**src/rtl/c5_shift_pipe.sv**
```systemverilog
// c5_shift_pipe: two-stage shift execute slot, decode -> c5_shifter -> writeback. Macro C5_SHIFT_FLUSH_EN adds I_flush.
// Latency 2 cycles at one op/cycle; holds 2 ops, and O_in_ready drops when both stages are blocked by writeback.

module c5_shifter #(
  parameter int WIDTH = 32
) (
  input  logic [WIDTH-1:0] val_i,
  input  logic [4:0]       amt_i,
  input  logic [1:0]       func_i,
  output logic [WIDTH-1:0] res_o
);
  localparam logic [1:0] SHIFT_SLL = 2'b00;
  localparam logic [1:0] SHIFT_SRL = 2'b10;
  localparam logic [1:0] SHIFT_SRA = 2'b11;

  always_comb begin
    res_o = '0;
    case (func_i)
      SHIFT_SLL: res_o = val_i << amt_i;
      SHIFT_SRL: res_o = val_i >> amt_i;
      SHIFT_SRA: res_o = WIDTH'($signed(val_i) >>> amt_i);
      default:   res_o = '0;
    endcase
  end
endmodule

module c5_shift_pipe #(
  parameter int WIDTH   = 32,
  parameter int RD_BITS = 5
) (
  input  logic               I_clk,
  input  logic               I_reset,
  input  logic               I_in_valid,
  output logic               O_in_ready,
  input  logic [WIDTH-1:0]   I_rt,
  input  logic [WIDTH-1:0]   I_rs,
  input  logic [4:0]         I_shamt,
  input  logic               I_variable,
  input  logic [1:0]         I_shift_func,
  input  logic [RD_BITS-1:0] I_rd,
  output logic               O_valid,
  input  logic               I_out_ready,
  output logic [WIDTH-1:0]   O_result,
  output logic [RD_BITS-1:0] O_rd,
`ifdef C5_SHIFT_FLUSH_EN
  input  logic               I_flush,
`endif
  output logic               O_we
);
  logic               s1_valid_q, s1_valid_d;
  logic [WIDTH-1:0]   val_q, val_d;
  logic [4:0]         amt_q, amt_d;
  logic [1:0]         func_q, func_d;
  logic [RD_BITS-1:0] rd_q, rd_d;
  logic               s2_valid_q, s2_valid_d;
  logic [WIDTH-1:0]   result_q, result_d;
  logic [RD_BITS-1:0] out_rd_q, out_rd_d;

  logic               s2_free, s1_adv, in_ready, in_xfer, out_xfer;
  logic [WIDTH-1:0]   shift_res;
  logic               unused_rs_hi;

  // Only the low five bits of rs form a shift amount.
  assign unused_rs_hi = ^I_rs[WIDTH-1:5];

  c5_shifter #(.WIDTH(WIDTH)) u_shifter (
    .val_i  (val_q),
    .amt_i  (amt_q),
    .func_i (func_q),
    .res_o  (shift_res)
  );

  always_comb begin
    s2_free  = !s2_valid_q || I_out_ready;
    s1_adv   = s1_valid_q && s2_free;
    in_ready = !s1_valid_q || s2_free;
`ifdef C5_SHIFT_FLUSH_EN
    in_ready = in_ready && !I_flush;
`endif
    in_xfer  = I_in_valid && in_ready;
    out_xfer = s2_valid_q && I_out_ready;

    s1_valid_d = s1_valid_q;
    val_d      = val_q;
    amt_d      = amt_q;
    func_d     = func_q;
    rd_d       = rd_q;
    if (in_xfer) begin
      s1_valid_d = 1'b1;
      val_d      = I_rt;
      amt_d      = I_variable ? I_rs[4:0] : I_shamt;
      func_d     = I_shift_func;
      rd_d       = I_rd;
    end else if (s1_adv) begin
      s1_valid_d = 1'b0;
    end

    s2_valid_d = s2_valid_q;
    result_d   = result_q;
    out_rd_d   = out_rd_q;
    if (s1_adv) begin
      s2_valid_d = 1'b1;
      result_d   = shift_res;
      out_rd_d   = rd_q;
    end else if (out_xfer) begin
      s2_valid_d = 1'b0;
    end

`ifdef C5_SHIFT_FLUSH_EN
    // Flush drops both stages' valids; data registers are left as-is.
    if (I_flush) begin
      s1_valid_d = 1'b0;
      s2_valid_d = 1'b0;
    end
`endif
  end

  always_ff @(posedge I_clk or posedge I_reset) begin
    if (I_reset) begin
      s1_valid_q <= 1'b0;
      val_q      <= '0;
      amt_q      <= '0;
      func_q     <= '0;
      rd_q       <= '0;
      s2_valid_q <= 1'b0;
      result_q   <= '0;
      out_rd_q   <= '0;
    end else begin
      s1_valid_q <= s1_valid_d;
      val_q      <= val_d;
      amt_q      <= amt_d;
      func_q     <= func_d;
      rd_q       <= rd_d;
      s2_valid_q <= s2_valid_d;
      result_q   <= result_d;
      out_rd_q   <= out_rd_d;
    end
  end

  assign O_in_ready = in_ready;
  assign O_valid    = s2_valid_q;
  assign O_result   = result_q;
  assign O_rd       = out_rd_q;
  assign O_we       = s2_valid_q && (out_rd_q != '0);
endmodule

```
**config.mk**
```make
export PLATFORM = sky130hd
export DESIGN_NAME = c5_shift_pipe
export DESIGN_NICKNAME = d
export VERILOG_FILES = /design/src/rtl/c5_shift_pipe.sv
export SDC_FILE = /design/constraint.sdc
export NUM_CORES = 1
export LEC_CHECK = 0
export ABC_AREA = 1
export CELL_PAD_IN_SITES_DETAIL_PLACEMENT = 1
export CELL_PAD_IN_SITES_GLOBAL_PLACEMENT = 1
export CORE_MARGIN = 8
export CORE_UTILIZATION = 37
export DETAILED_ROUTE_END_ITERATION = 12
export HOLD_SLACK_MARGIN = 0.05
export PLACE_DENSITY = 0.78
export SKIP_CTS_REPAIR_TIMING = 1
export SLEW_MARGIN = 20
export SYNTH_ARGS = -nofsm -noshare
export SYNTH_HDL_FRONTEND = slang
export SYNTH_SLANG_ARGS = --single-unit
export TNS_END_PERCENT = 10
```
**constraint.sdc**
```tcl
create_clock -name I_clk -period 3.3 [get_ports I_clk]
set_clock_uncertainty 0.05 [all_clocks]
set_input_delay 0.33 -clock I_clk [delete_from_list [all_inputs] [get_ports I_clk]]
set_output_delay 0.33 -clock I_clk [all_outputs]
set_load 0.05 [all_outputs]
```
==> metrics.yaml <==
status: "finished clean"
path_cells: "or4_1 -> o21ai_0 -> inv_1 -> clkdlybuf4s50_1"
portBuffers: 93
core_sq_um: 18100
avgSynthCellArea_sq_um: 6.14
drive_gt1_share_pct: 6.77
n_antenna_cell: 0
synthCells: 1115
dp_hpwl_um: 20400
cts_root_buffer: "clkbuf_16"
max_slew.worst_pin.slew_ns: 0.763
nets: 1244
met1_length_um: 12300
yosysUniqueCellTypes: 36
layout_setup_ws_ns: 0.746
wl_met2_um: 12700
irDropWorstVdd_mv: 0.307
ant_nets: 0
place_ws_ns: 0.851
pwr_density_cell_nw_per_um2: 723
routabilityCongestion: 0.972
path_clk_slew_ns: 0.06
fin_crit_sh_pct: 77.4
drtIter0Drc: 646
synth_seq_cells: 83
cts_tree: "done"
finalPower_mw: 5.86
fin_crit_ns: 2.55
clock_path_buffers: 2
syn2layout_area_growth_pct: 18.3
setup_viol: 0
grt_max_degree: 65
firstDrtPassIters: 5
track_usage_pct: 23.4
die_area_sq_um: 23100
crit_buf_inv: 2
wl_per_cell_um: 19.1
vias: 7780
synth_top_area_share_pct: 30.3
initial_core_util_pct: 37.9
routed_wl_um: 26700
power_leakage_nw: 4.10
final_util_pct: 44.8
die_width_um: 152
grt_pass1_vias: 8042
synthTopCellsByArea: "dfrtp_1 30%, nand2_1 26%, nand3_1 21%"
hold_viol: 0
insertion_delay_ns: 0.36
clock_sinks: 83
start_kind: "flop"
critPathTopFamily: "buffers and inverters"
rows: 49
cap_violations: 0
wl_met3_um: 1110
crit_fanout: 3
die_h_um: 152
synth_largest_area_cell: "dfrtp_1"
drc: 0
crit_slowest_cell: "clkdlybuf4s50_1"
antenna_found_initial: 0
max_stage_delay_ns: 0.69
viasPerCell: 5.57
grt_pass1_wl_um: 43800
num_io_pins: 121
hold_class: "input port to async pin"
htree_levels: 3
path_class: "flop to output pin"
highest_layer: "met4"
num-fill-cells: 2454
grt_setup_unrepaired: "false"
drv_slew: 0
max_freq_mhz: 392
syn-num-nets: 1196
slew_headroom_pct: 49.2
yosys_warnings: 0
numCtsBuffers: 9
required_ns: 2.92
tns_ns: 0
synth-seq-area-share_pct: 30.3
endpoint_kind: "output pin"
overflow: 0
arrival_ns: 2.17
netlist_area_sq_um: 6850
## power by group
group          switching (mW)  internal, mW
clock                   0.448         0.584
sequential              0.201          1.27
combinational            2.35          1.01
total                    3.00          2.86
## worst reg2reg max path, cell delays in order, from the launching register on
cell	delay, ns
dfrtp_2	0.36
buf_4	0.58
nand3_1	0.32
nand3_1	0.22
nand2_1	0.10
o211ai_1	0.32
nand4_1	0.20
nand2_1	0.10
nand2_1	0.05
## cell type report
type,count,area [sq um],share of cell area [%]
Multi-Input combinational cell,923,4190,51.7
Tap cell,229,287,3.54
Inverter,36,146,1.81
Sequential cell,83,2080,25.6
Timing Repair Buffer,110,1110,13.7
Clock inverter,6,65.1,0.803
Clock buffer,9,225,2.78
## metal layers
metal / track usage (%) / vias to the layer above
li1: - / 3774
met2: 39.8 / 209
met4: 6.33 / 0
met3: 3.32 / 40
met5: 0 / -
met1: 30.4 / 3757
## layout by cell type, fill, tap and decap left out, drive strengths merged
cell type / count
bufinv: 1
inv: 33
nand3: 298
clkbuf: 9
and2: 1
or4: 1
or2: 3
clkinv: 7
clkdlybuf4s50: 93
buf: 17
o21ai: 42
nand2: 497
dfrtp: 83
clkinvlp: 1
nand4: 3
a21oi: 17
nor3: 1
nor2: 39
o211ai: 19
o31ai: 1
a211oi: 1
## through the flow
| step | hold WS [ns] | std cells | instance area (sq um) |
|---|---|---|---|
| 5_1_grt | 0.425 | 1396 | 8100 |
| 3_3_place_gp | 0.414 | 1381 | 7810 |
| 2_1_floorplan | 0.390 | 1115 | 6850 |
| 6_report | 0.347 | 1396 | 8100 |
| 3_5_place_dp | 0.416 | 1381 | 7810 |
| 4_1_cts | 0.377 | 1396 | 8100 |
## synth_stat cells
cell type	count
nand2_1	475
nand3_1	290
dfrtp_1	83
nor2_1	36
buf_2	35
inv_1	28
o21ai_0	26
o211ai_1	18
a21oi_1	16
clkbuf_1	15
nand2_2	14
o21ai_1	14
buf_6	8
nand2_4	8
nand3_2	8
buf_4	7
buf_1	6
inv_2	4
nand4_1	3
clkinv_1	2
nor2_4	2
o21ai_2	2
or2_1	2
a211oi_1	1
a21oi_2	1
and2_1	1
buf_12	1
buf_8	1
inv_4	1
inv_8	1
nor2_2	1
nor3_4	1
o211ai_2	1
o31ai_1	1
or2_2	1
or4_1	1
## final timing paths
kind                                          start                       end  slack [ns]  depth (start not counted)
max in group asynchronous                   I_reset     val_q[13]$_DFFE_PP0P_        2.18                          3
setup / recovery                O_rd[1]$_DFFE_PP0P_                      O_we        0.75                          4
min in group I_clk         O_result[26]$_DFFE_PP0P_  O_result[26]$_DFFE_PP0P_        0.43                          2
hold / removal                              I_reset       O_rd[1]$_DFFE_PP0P_        0.35                          2
hold reg to reg            O_result[26]$_DFFE_PP0P_  O_result[26]$_DFFE_PP0P_        0.43                          2
setup reg to reg               amt_q[1]$_DFFE_PP0P_  O_result[15]$_DFFE_PP0P_        0.90                          8
## kinds of logic (layout without fill, tap and decap cells)
logic type | Yosys count | after routing | share of synthesized area [%]
AND/OR/NAND/NOR | 843 | 843 | 54.4
buffers and inverters | 109 | 161 | 8.42
flip-flops | 83 | 83 | 30.3
AO/OA/AOI/OAI | 80 | 80 | 6.85
## flip-flops by register name, indices dropped and copies added (netlist names)
signal      cells
O_valid         1
amt_q           5
O_rd            5
O_result       32
rd_q            5
val_q          32
func_q          2
s1_valid_q      1
Power figures use the tool's default switching activity.
